--- src/rtl/lsu_pkg.sv ---
// Shared definitions for the load/store alignment unit: funct3 codes,
// FSM state encoding and the access-size decoder.
package lsu_pkg;

  localparam logic [2:0] F3_B  = 3'b000;
  localparam logic [2:0] F3_H  = 3'b001;
  localparam logic [2:0] F3_W  = 3'b010;
  localparam logic [2:0] F3_BU = 3'b100;
  localparam logic [2:0] F3_HU = 3'b101;

  typedef enum logic [1:0] {
    IDLE   = 2'd0,
    FIRST  = 2'd1,
    SECOND = 2'd2,
    RESP   = 2'd3
  } lsu_state_e;

  typedef struct packed {
    logic       legal;
    logic       sext;
    logic [2:0] nbytes;
  } size_dec_t;

  // Unsigned loads have no store counterpart, so they are legal only for loads.
  function automatic size_dec_t size_decode(input logic we, input logic [2:0] funct3);
    size_dec_t d;
    d = '0;
    case (funct3)
      F3_B:    d = '{legal: 1'b1, sext: 1'b1, nbytes: 3'd1};
      F3_H:    d = '{legal: 1'b1, sext: 1'b1, nbytes: 3'd2};
      F3_W:    d = '{legal: 1'b1, sext: 1'b0, nbytes: 3'd4};
      F3_BU:   d = '{legal: ~we,  sext: 1'b0, nbytes: 3'd1};
      F3_HU:   d = '{legal: ~we,  sext: 1'b0, nbytes: 3'd2};
      default: d = '0;
    endcase
    return d;
  endfunction

endpackage

--- src/rtl/lsu_lane_align.sv ---
// Byte-lane geometry: byte enables across two words, shifted store data and
// the extracted, extended load result from the two read buffers.
module lsu_lane_align
  import lsu_pkg::*;
(
  input  logic [1:0]  off,
  input  logic [2:0]  n,
  input  logic        sext,
  input  logic [31:0] wdata,
  input  logic [31:0] lo_buf,
  input  logic [31:0] hi_buf,
  output logic [7:0]  be8,
  output logic [63:0] wd64,
  output logic [31:0] load_data
);

  logic [7:0]  mask;
  logic [31:0] raw;

  always_comb begin
    mask      = (8'd1 << n) - 8'd1;
    be8       = mask << off;
    wd64      = {32'b0, wdata} << {off, 3'b000};
    raw       = 32'({hi_buf, lo_buf} >> {off, 3'b000});
    load_data = raw;
    case (n)
      3'd1:    load_data = sext ? {{24{raw[7]}}, raw[7:0]} : {24'b0, raw[7:0]};
      3'd2:    load_data = sext ? {{16{raw[15]}}, raw[15:0]} : {16'b0, raw[15:0]};
      default: load_data = raw;
    endcase
  end

endmodule

--- src/rtl/lsu_align_ctrl.sv ---
// Load/store unit: splits byte/half/word requests into one or two aligned
// word accesses and returns extended load data with a one-cycle response.
module lsu_align_ctrl
  import lsu_pkg::*;
#(
  parameter int ADDR_WIDTH = 32,
  parameter int MEM_WORDS  = 64,
  parameter int MEM_AW     = 6
) (
  input  logic                  clk,
  input  logic                  rst_n,
  input  logic                  req_valid,
  output logic                  req_ready,
  input  logic                  req_we,
  input  logic [2:0]            req_funct3,
  input  logic [ADDR_WIDTH-1:0] req_addr,
  input  logic [31:0]           req_wdata,
  output logic                  resp_valid,
  output logic [31:0]           resp_rdata,
  output logic                  resp_err,
  output logic [MEM_AW-1:0]     mem_addr,
  output logic                  mem_wr_en,
  output logic [3:0]            mem_be,
  output logic [31:0]           mem_wdata,
  input  logic [31:0]           mem_rdata
);

  lsu_state_e state_q, state_d;

  logic              we_q, we_d;
  logic              sext_q, sext_d;
  logic              legal_q, legal_d;
  logic [2:0]        n_q, n_d;
  logic [1:0]        off_q, off_d;
  logic [MEM_AW-1:0] w0_q, w0_d;
  logic [31:0]       wdata_q, wdata_d;
  logic [31:0]       lo_buf_q, lo_buf_d;
  logic [31:0]       hi_buf_q, hi_buf_d;
  logic [31:0]       rdata_hold_q, rdata_hold_d;
  logic              err_hold_q, err_hold_d;

  logic              accept;
  size_dec_t         dec;
  logic [7:0]        be8;
  logic [63:0]       wd64;
  logic [31:0]       load_data;
  logic [31:0]       resp_now;
  logic              crossing;
  logic [MEM_AW-1:0] w1;
  logic              unused_addr_bits;

  assign unused_addr_bits = ^req_addr[ADDR_WIDTH-1:MEM_AW+2];

  assign accept   = req_valid && req_ready;
  assign dec      = size_decode(req_we, req_funct3);
  assign crossing = |be8[7:4];
  assign w1       = (w0_q == MEM_AW'(MEM_WORDS - 1)) ? '0 : w0_q + 1'b1;
  assign resp_now = (we_q || !legal_q) ? '0 : load_data;

  lsu_lane_align u_lane (
    .off       (off_q),
    .n         (n_q),
    .sext      (sext_q),
    .wdata     (wdata_q),
    .lo_buf    (lo_buf_q),
    .hi_buf    (hi_buf_q),
    .be8       (be8),
    .wd64      (wd64),
    .load_data (load_data)
  );

  always_ff @(posedge clk or negedge rst_n) begin
    if (!rst_n) begin
      state_q <= IDLE;
    end else begin
      state_q <= state_d;
    end
  end

  always_comb begin
    state_d = state_q;
    unique case (state_q)
      IDLE:    if (accept) state_d = dec.legal ? FIRST : RESP;
      FIRST:   state_d = crossing ? SECOND : RESP;
      SECOND:  state_d = RESP;
      RESP:    state_d = IDLE;
      default: state_d = IDLE;
    endcase
  end

  // Response data is live from the buffers in RESP and held afterwards.
  always_comb begin
    req_ready  = (state_q == IDLE);
    resp_valid = (state_q == RESP);
    resp_rdata = (state_q == RESP) ? resp_now : rdata_hold_q;
    resp_err   = (state_q == RESP) ? ~legal_q : err_hold_q;
    mem_addr   = '0;
    mem_be     = '0;
    mem_wdata  = '0;
    case (state_q)
      FIRST: begin
        mem_addr  = w0_q;
        mem_be    = be8[3:0];
        mem_wdata = wd64[31:0];
      end
      SECOND: begin
        mem_addr  = w1;
        mem_be    = be8[7:4];
        mem_wdata = wd64[63:32];
      end
      default: ;
    endcase
    mem_wr_en = we_q && (mem_be != 4'b0000);
  end

  always_comb begin
    we_d         = we_q;
    sext_d       = sext_q;
    legal_d      = legal_q;
    n_d          = n_q;
    off_d        = off_q;
    w0_d         = w0_q;
    wdata_d      = wdata_q;
    lo_buf_d     = lo_buf_q;
    hi_buf_d     = hi_buf_q;
    rdata_hold_d = rdata_hold_q;
    err_hold_d   = err_hold_q;
    if (accept) begin
      we_d    = req_we;
      sext_d  = dec.sext;
      legal_d = dec.legal;
      n_d     = dec.nbytes;
      off_d   = req_addr[1:0];
      w0_d    = req_addr[MEM_AW+1:2];
      wdata_d = req_wdata;
    end
    case (state_q)
      FIRST:  lo_buf_d = mem_rdata;
      SECOND: hi_buf_d = mem_rdata;
      RESP: begin
        rdata_hold_d = resp_now;
        err_hold_d   = ~legal_q;
      end
      default: ;
    endcase
  end

  always_ff @(posedge clk or negedge rst_n) begin
    if (!rst_n) begin
      we_q         <= 1'b0;
      sext_q       <= 1'b0;
      legal_q      <= 1'b0;
      n_q          <= '0;
      off_q        <= '0;
      w0_q         <= '0;
      wdata_q      <= '0;
      lo_buf_q     <= '0;
      hi_buf_q     <= '0;
      rdata_hold_q <= '0;
      err_hold_q   <= 1'b0;
    end else begin
      we_q         <= we_d;
      sext_q       <= sext_d;
      legal_q      <= legal_d;
      n_q          <= n_d;
      off_q        <= off_d;
      w0_q         <= w0_d;
      wdata_q      <= wdata_d;
      lo_buf_q     <= lo_buf_d;
      hi_buf_q     <= hi_buf_d;
      rdata_hold_q <= rdata_hold_d;
      err_hold_q   <= err_hold_d;
    end
  end

endmodule

--- config.mk ---
export PLATFORM = sky130hd
export DESIGN_NAME = lsu_align_ctrl
export DESIGN_NICKNAME = d
export VERILOG_FILES = /design/src/rtl/lsu_pkg.sv /design/src/rtl/lsu_lane_align.sv /design/src/rtl/lsu_align_ctrl.sv
export SDC_FILE = /design/constraint.sdc
export NUM_CORES = 1
export LEC_CHECK = 0
export ABC_AREA = 1
export BUFFER_PORTS_ARGS = -buffer_cell sky130_fd_sc_hd__buf_2
export CORE_ASPECT_RATIO = 0.6
export CORE_MARGIN = 5
export CORE_UTILIZATION = 40
export CTS_CLUSTER_SIZE = 8
export DETAILED_ROUTE_END_ITERATION = 10
export SYNTH_ARGS = -nofsm -noshare
export SYNTH_HDL_FRONTEND = slang
export SYNTH_SLANG_ARGS = --single-unit
--- constraint.sdc ---
create_clock -name clk -period 2.4 [get_ports clk]
set_input_delay 0.12 -clock clk [delete_from_list [all_inputs] [get_ports clk]]
set_output_delay 0.12 -clock clk [all_outputs]
set_load 0.05 [all_outputs]
==> results of run 1 <==
## critical path: stages (launching register included)
cell	delay [ps]
dfrtp_4	490
buf_12	150
nor2_4	180
buf_6	140
clkinvlp_4	190
o221ai_1	220
o21ai_0	160
nand2_1	130
nand2_1	80
buf_4	190
## power by group
part | switching, mW | internal, mW
clock | 1.19 | 1.47
sequential | 0.719 | 3.37
combinational | 7.33 | 3.85
## per-layer routing
layer / GRT usage / routed length (um)
met1: 0.406 / 14200
met3: 0.0459 / 2130
met4: 0.0471 / 215
met2: 0.325 / 10500
met5: 0 / 0
## cells in the mapped netlist (2+ instances only)
library cell	number
a21oi_1	46
o21ai_1	18
nor2_1	51
clkinv_1	2
buf_1	4
inv_4	2
o221ai_1	21
o31ai_1	4
buf_4	5
a22o_1	2
nor2_4	2
nor3_1	4
buf_2	19
buf_6	4
nand2_2	2
mux2_2	8
nand2_1	433
o21ai_0	118
nand2_4	2
clkbuf_1	27
inv_1	87
inv_2	3
dfrtp_1	137
nand3_1	30
ha_1	6
a221oi_1	5
## area by class of cell
type                       instances  area [um^2]
fill                            1743         7770
clock buffer                      17          425
sequential                       137         3440
multi-input combinational        768         3840
timing repair inverter             1         7.51
inverter                          95          383
timing repair buffer             313         2560
clock inverter                    15          154
tap                              246          308
## timing repair
action	4_1_cts	5_1_grt
hold buffers	77	0
cloned	1	0
setup endpoints to repair	70	72
pin swaps	15	11
hold endpoints to repair	149	0
resized for setup	128	81
buffers inserted	35	8
## state kept, by name (all words and copies together) (netlist names)
name          cells
wdata_q          32
legal_q           1
we_q              1
err_hold_q        1
hi_buf_q         24
off_q             2
state_q           2
w0_q              6
sext_q            1
n_q               3
rdata_hold_q     32
lo_buf_q         32
## kinds of logic (layout without fill, tap and decap cells)
kind of cell | Yosys count | after routing
and+or+nand+nor | 531 | 531
AOI/OAI and AO/OA | 222 | 222
buffers and inverters | 154 | 441
DFF | 137 | 137
muxes | 8 | 8
adders and majority gates | 6 | 6
xor gates and xnor gates | 1 | 1
## final timing paths
kind / from / end / slack, ps / cells after the start
setup / recovery: off_q[0]$_DFFE_PN0P_ / resp_rdata[14] / -70 / 9
hold / removal: req_we / we_q$_DFFE_PN0P_ / 60 / 3
setup reg to reg: off_q[0]$_DFFE_PN0P_ / rdata_hold_q[2]$_DFF_PN0_ / 40 / 13
hold reg to reg: rdata_hold_q[0]$_DFF_PN0_ / rdata_hold_q[0]$_DFF_PN0_ / 480 / 2
max in group asynchronous: rst_n / hi_buf_q[12]$_DFFE_PN0P_ / 1390 / 3
min in group asynchronous: rst_n / hi_buf_q[1]$_DFFE_PN0P_ / 220 / 2
## per-stage QoR
step,cells,setup WS (ps)
after floorplan,1059,-54.2
after global placement,1439,140
after detailed placement,1439,127
after CTS,1584,-39.2
after global routing,1592,-155
final,1592,-65.1
==> results.yml, run 1 <==
run_status:
  outcome: "finished with violations"
  violations: "setup timing"
timing:
  rsz0062_at_grt: "yes"
  fin_crit_ps: 2470
  worst_slack_ps: -65.1
  fin_tns_setup_ps: -679
  setup_violations: 27
  fmax_mhz: 406
  hold_viol_final: 0
  drv_slew: 0
  worst_pin_slew_ps: 559
  fin_crit_sh: 1.03
  holdWs_ps: 64.1
  slew-limit-headroom: 0.627
  finClkSkew_ps: 11.7
cts:
  path_clk_slew_ps: 60
  root_buffer: "clkbuf_16"
  h-tree-depth: 4
  clock_sinks: 137
  cts_buffers: 17
  cts_tree: "yes"
  clock_latency_ps: 420
  clock_path_buffers: 2
yosys:
  async_flop_share: 1.00
  mappedNetlistArea_um2: 7640
  synth-seq-area-share: 0.449
  ys_types: 43
  synth_top_family_by_area: "simple AND/OR/NAND/NOR gates"
  syn_nets: 1168
  synth_top_area_frac: 0.449
  synth-xor-area-share: 0.00115
  synth_seq_cells: 137
  synthAdderAreaFrac: 0.00983
  yosysWarningCount: 0
  syn_inst: 1059
  synth.avg_cell_area_um2: 7.21
  synth_top_cell_by_area: "dfrtp_1"
  synthMuxAreaShare: 0.0118
  yosys-top-cells-area: "dfrtp_1, nand2_1, o21ai_0"
  synth-simple-area-share: 0.277
  synth_compound_area_frac: 0.165
  ys.flop_type: "dfrtp_1"
  synth_edf_count: 0
layout:
  syn_to_final_growth_pct: 45.5
  drive_gt1_frac: 0.278
  final_common_cell: "nand2_1"
  nNetsFinal: 1442
  postLayoutCellArea_um2: 11100
  diodes: 0
  utilization: 0.589
  layout_common_cells: "nand2_1, dfrtp_1, o21ai_0, buf_2, buf_4"
grt:
  antenna_found_initial: 0
  grt_first_pass_wirelength_mm: 42.0
  grt_use_total: 0.245
  grt_max_degree: 57
  gr-total-overflow: 0
  grt_pass1_vias: 7454
floorplanning:
  core_um2: 18900
  dieWidth_um: 188
  io_pins: 181
  die_h_um: 117
  die-area_um2: 22100
  start_util: 0.405
  rows: 39
placed_design:
  io_buffer_count: 156
  placed_area_um2: 8780
  gp_congestion: 0.924
  post-dp-hpwl_mm: 18.6
detailed_routing:
  vias: 8028
  drtIter0Drc: 713
  vias_per_cell: 5.04
  ant_nets: 0
  wl_mm: 27.1
  wire_per_inst_um: 17.0
  first_pass_iters: 5
  drc: 0
power_and_ir_drop:
  power_density_nw_per_um2: 1610
  peakVddDrop_mv: 1.32
  p_total_mw: 17.9
  power.leakage_nw: 5.52
critical_path:
  critPathCaptureType: "output pin"
  required_ps: 2280
  path_class: "flop to output pin"
  critPathMaxFanout: 7
  cp-start-kind: "flop"
  worstPathArrival_ps: 2350
worst_hold_path:
  min_path_type: "input pin to flop"
job:
  drv_cap: 0
No activity file was read; power rests on OpenSTA's default activity.
==> run 2: changes to the inputs <==
CTS_BUF_LIST = sky130_fd_sc_hd__clkbuf_4   (was default)
SYNTH_HIERARCHICAL = 1   (was default)
==> run 2 against run 1 <==
Compared with the run above: the run still ends with setup timing left; sequential share of layout area decreased by 3.3 points; setup slack got worse by 130 ps; via count increased by 14%; utilization increased by 0.95 points; clock-buffer cell count unchanged; die area increased by 9.1%; final cell count increased by 10%; area after synthesis increased by 9.8%; total power increased by 14%; clock power decreased by 41%; sequential power increased by 4.9%; register-to-register slack improved by 200 ps; critical path type unchanged; highest routed layer is now met5.
==> results.yml, run 2 <==
timing:
  setup_violations: 36
  worst_slack_ps: -194
  hold_viol_final: 0
  fin_crit_sh: 1.08
  finClkSkew_ps: 29.5
  drv_slew: 0
  rsz0062_at_grt: "yes"
  fin_crit_ps: 2590
  fmax_mhz: 386
  fin_tns_setup_ps: -3100
  worst_pin_slew_ps: 504
  slew-limit-headroom: 0.664
detailed_routing:
  ant_nets: 0
  drtIter0Drc: 964
  first_pass_iters: 6
  vias: 9116
  wire_per_inst_um: 18.7
  drc: 0
  vias_per_cell: 5.21
  wl_mm: 32.8
critical_path:
  path_class: "flop to output pin"
  cp-start-kind: "flop"
  path_common_cell: "nand2_1"
  crit_buf_inv: 3
  critPathMaxFanout: 7
  worstPathArrival_ps: 2470
  worstSetupStartpoint: "off_q[0]$_DFFE_PN0P_"
  crit_chain: "buf_12 -> buf_6 -> nand2_1 -> nand3_1 -> nand2_2 -> nand2_1 -> nand3_2 -> a32o_2 -> buf_8"
  critPathCaptureType: "output pin"
  crit_slowest_cell: "dfrtp_4"
  cpLargestDelayFamily: "flip-flops"
  cpPeakStageDelay_ps: 590
  r2r_start: "state_q[1]$_DFFE_PN0P_"
  required_ps: 2280
yosys:
  yosysWarningCount: 6
  synth.avg_cell_area_um2: 6.95
  mappedNetlistArea_um2: 8390
  syn_inst: 1207
layout:
  syn_to_final_growth_pct: 48.6
  layout_common_cells: "nand2_1, dfrtp_1, dlygate4sd3_1, buf_2, inv_1"
  drive_gt1_frac: 0.331
  nNetsFinal: 1566
  utilization: 0.598
  fillers: 1929
  reg_top3: "lo_buf_q x32, rdata_hold_q x32, wdata_q x32"
  final_common_cell: "nand2_1"
placed_design:
  io_buffer_count: 156
  gp_congestion: 0.912
  dp_slack_ps: 291
  post-dp-hpwl_mm: 20.5
grt:
  grt_use_total: 0.255
  grt_pass1_vias: 7919
  gr-total-overflow: 0
  grt_max_degree: 48
  grt_first_pass_wirelength_mm: 47.1
  antenna_found_initial: 2
floorplanning:
  io_pins: 181
  dieWidth_um: 197
  start_util: 0.403
  core_um2: 20800
  rows: 41
  die-area_um2: 24100
  die_h_um: 122
worst_hold_path:
  min_path_type: "input pin to async pin"
cts:
  clock_latency_ps: 590
  clock_path_buffers: 2
  cts_tree: "yes"
  path_clk_slew_ps: 150
  h-tree-depth: 4
  cts_buffers: 17
  root_buffer: "clkbuf_4"
  clock_sinks: 137
power_and_ir_drop:
  swShare: 0.549
  power.leakage_nw: 6.35
  p_seq_frac: 0.210
  clockPowerShare: 0.077
  power_density_nw_per_um2: 1640
  peakVddDrop_mv: 1.41
  p_int_mw: 9.21
  p_comb_frac: 0.713
  p_switching_mw: 11.2
run_status:
  outcome: "finished with violations"
  violations: "setup timing"
job:
  drv_cap: 0
## run 2: worst paths after layout
| kind | cells after the start | endpoint | slack (ps) |
|---|---|---|---|
| setup / recovery | 9 | resp_rdata[19] | -190 |
| setup reg to reg | 7 | off_q[0]$_DFFE_PN0P_ | 240 |
| min in group clk | 4 | w0_q[2]$_DFFE_PN0P_ | 260 |
| max in group asynchronous | 3 | hi_buf_q[19]$_DFFE_PN0N_ | 1790 |
| hold reg to reg | 2 | hi_buf_q[20]$_DFFE_PN0N_ | 490 |
| hold / removal | 3 | err_hold_q$_DFF_PN0_ | 90 |
## run 2: repair_timing
| item | in CTS | in global routing |
|---|---|---|
| hold buffers | 85 | 0 |
| endpoints found under the setup margin | 75 | 75 |
| gates cloned | 8 | 9 |
| pin swaps | 6 | 69 |
| hold endpoints to repair | 241 | 0 |
| buffers inserted | 10 | 17 |
| resized for setup | 181 | 294 |
## run 2: routing by layer
| layer | GRT usage | wire (um) |
|---|---|---|
| met5 | 0 | 13 |
| met4 | 0.0424 | 361 |
| met3 | 0.0909 | 3610 |
| met2 | 0.316 | 12500 |
| met1 | 0.414 | 16300 |
## run 2: final cells by class
type / instances / area (um^2) / area share
repair inverters: 2 / 17.5 / 0.00141
repair buffers: 310 / 3050 / 0.245
diodes: 1 / 2.50 / 0.000201
clock inverters: 15 / 151 / 0.0122
flip-flops and latches: 137 / 3440 / 0.276
inverters: 84 / 348 / 0.0279
clock buffers: 17 / 128 / 0.0102
well taps: 279 / 349 / 0.0280
multi-input cells: 906 / 4980 / 0.400
## run 2: worst reg2reg max path, delay by kind of cell, from the launching register on
kind | cells | cell delay (ps)
adder cells (fa/ha/maj) | 1 | 160
buffers and inverters | 3 | 1030
flip-flops | 1 | 470
AND/OR/NAND/NOR | 3 | 450
## run 2: per-stage QoR
stage	area, um^2	std cells	hold slack [ps]	power (mW)
global route	12500	1750	69.5	21.6
floorplan	8410	1214	-176	11.8
finish	12500	1751	90.2	20.4
CTS	11200	1726	54.6	17.9
global placement	9270	1591	48.7	14.4
detailed placement	9270	1591	45.2	14.5
## run 2: power groups by stage
| stage | sequential [mW] | combinational (mW) | clock (mW) |
|---|---|---|---|
| global route | 4.40 | 15.5 | 1.72 |
| CTS | 4.19 | 12.1 | 1.61 |
| global placement | 4.18 | 10.3 | 0 |
| detailed placement | 4.19 | 10.3 | 0 |
| floorplan | 3.90 | 7.90 | 0 |
| finish | 4.29 | 14.6 | 1.57 |
==> run 3: changes to the inputs <==
CORE_ASPECT_RATIO = 1.1   (was 0.6)
CTS_BUF_LIST = sky130_fd_sc_hd__clkbuf_4 sky130_fd_sc_hd__clkbuf_8 sky130_fd_sc_hd__clkbuf_16   (was sky130_fd_sc_hd__clkbuf_4)
==> run 3 against run 2 <==
Compared with the run above: the run now ends clean; first-iteration DRC count shrank 34%; via count shrank 6.8%; maximum frequency grew 12%; register-to-register slack gained 40 ps; non-clock buffer count shrank 49; total power shrank 14%; critical path depth shrank 2; sequential share of layout area grew 3.9 points; clock power grew 74%; die area shrank 0.38%; cell area shrank 13%; setup slack gained 270 ps; critical path type unchanged.
==> results.yml, run 3 (same netlist as run 2, synthesis figures left out) <==
run_status:
  outcome: "completed"
critical_path:
  worstPathArrival_ps: 2200
  cpLargestDelayFamily: "simple AND/OR/NAND/NOR gates"
  r2r_end: "n_q[2]$_DFFE_PN0P_"
  crit_slowest_cell: "dfrtp_2"
  critPathCaptureType: "output pin"
  critPathMaxFanout: 12
  cp-start-kind: "flop"
  cpPeakStageDelay_ps: 470
  rrSetupSlack_ps: 280
  crit_chain: "nor2_4 -> nand2_4 -> nor2_4 -> nand3_4 -> o21ai_0 -> a32o_1 -> buf_4"
  reg2regPathDepth: 7
  required_ps: 2280
  crit_buf_inv: 1
  path_common_cell: "nor2_4"
  path_class: "flop to output pin"
  worstSetupStartpoint: "n_q[2]$_DFFE_PN0P_"
  r2r_start: "state_q[1]$_DFFE_PN0P_"
cts:
  clock_latency_ps: 420
  clock_sinks: 137
  root_buffer: "clkbuf_16"
  cts_buffers: 17
  h-tree-depth: 4
  path_clk_slew_ps: 60
  cts_tree: "yes"
  clock_path_buffers: 2
floorplanning:
  core_um2: 20600
  rows: 55
  io_pins: 181
  die_h_um: 162
  dieWidth_um: 148
  die-area_um2: 24000
  start_util: 0.408
layout:
  reg_top3: "lo_buf_q x32, rdata_hold_q x32, wdata_q x32"
  drive_gt1_frac: 0.185
  fillers: 2020
  nNetsFinal: 1512
  utilization: 0.530
  multiInputGateArea_um2: 4140
  stdcell_count: 1673
  diodes: 0
  postLayoutCellArea_um2: 10900
  final_common_cell: "nand2_1"
  syn_to_final_growth_pct: 30.0
  seqCellArea_um2: 3430
  layout_common_cells: "nand2_1, dfrtp_1, buf_2, nand3_1, dlygate4sd3_1"
timing:
  finClkSkew_ps: 6.90
  slew-limit-headroom: 0.644
  setup_violations: 0
  fin_crit_sh: 0.969
  rsz0062_at_grt: "yes"
  hold_viol_final: 0
  fin_crit_ps: 2320
  fmax_mhz: 430
  drv_slew: 0
  worst_pin_slew_ps: 535
detailed_routing:
  first_pass_iters: 5
  wire_per_inst_um: 15.6
  drc: 0
  drtIter0Drc: 634
  vias_per_cell: 5.08
  wl_mm: 26.2
  vias: 8499
  ant_nets: 0
grt:
  grt_use_total: 0.220
  grt_pass1_vias: 8137
  grt_max_degree: 56
  grt_first_pass_wirelength_mm: 42.6
  gr-total-overflow: 0
  antenna_found_initial: 0
placed_design:
  place_inst: 1560
  post-dp-hpwl_mm: 17.6
  gp_congestion: 0.837
  placed_area_um2: 9190
  io_buffer_count: 156
worst_hold_path:
  min_path_type: "input pin to flop"
  whs_path_depth: 4
  holdPathEnd: "state_q[1]$_DFFE_PN0P_"
  hold_start: "req_valid"
job:
  drv_cap: 0
power_and_ir_drop:
  power.leakage_nw: 5.73
  peakVddDrop_mv: 0.735
  power_density_nw_per_um2: 1610
run 3: through the flow:
step                setup TNS (ps)  power [mW]  hold WS, ps  setup WS, ps
floorplan                        0        11.8         -176          16.4
global placement                 0        14.0          117           310
detailed placement               0        14.1          122           308
CTS                         -0.172        17.2         28.8        -0.172
global route                  -208        18.8         64.8         -30.0
finish                           0        17.5         43.8          75.2
run 3: cell type report:
| type | instances | share of cell area |
|---|---|---|
| Inverter | 84 | 0.0303 |
| Multi-Input combinational cell | 903 | 0.380 |
| Sequential cell | 137 | 0.315 |
| Tap cell | 256 | 0.0294 |
| Clock buffer | 19 | 0.0410 |
| Clock inverter | 13 | 0.0158 |
| Timing Repair Buffer | 261 | 0.189 |
run 3: worst min-delay path: stages:
cell	delay, ps
buf_2	90
nor2_1	40
inv_1	60
o221ai_1	100
run 3: repair_timing:
item / in CTS / in global routing
buffers inserted: 0 / 2
setup endpoints to repair: 34 / 68
pin swaps: 2 / 4
hold endpoints to repair: 153 / 0
resized for setup: 42 / 59
cloned: 1 / 0
hold buffers: 78 / 0
run 3: where the power goes:
group | total [mW] | switching, mW | internal, mW
combinational | 10.6 | 7.32 | 3.29
sequential | 4.17 | 0.792 | 3.38
clock | 2.73 | 1.05 | 1.68
run 3: how the worst max path moves through the flow:
stage / endpoint / depth (start not counted) / slack (ps)
CTS: mem_wdata[31] / 6 / -0.2
floorplan: mem_wr_en / 10 / 20
detailed placement: resp_rdata[8] / 7 / 310
global route: resp_rdata[25] / 7 / -30
global placement: resp_rdata[8] / 7 / 310
finish: resp_rdata[10] / 7 / 80
run 3: metal layers:
layer  track usage  part of all wire
met3        0.0313             0.053
met4        0.0802             0.026
met1         0.292              0.43
met5             0                 0
met2         0.368              0.49
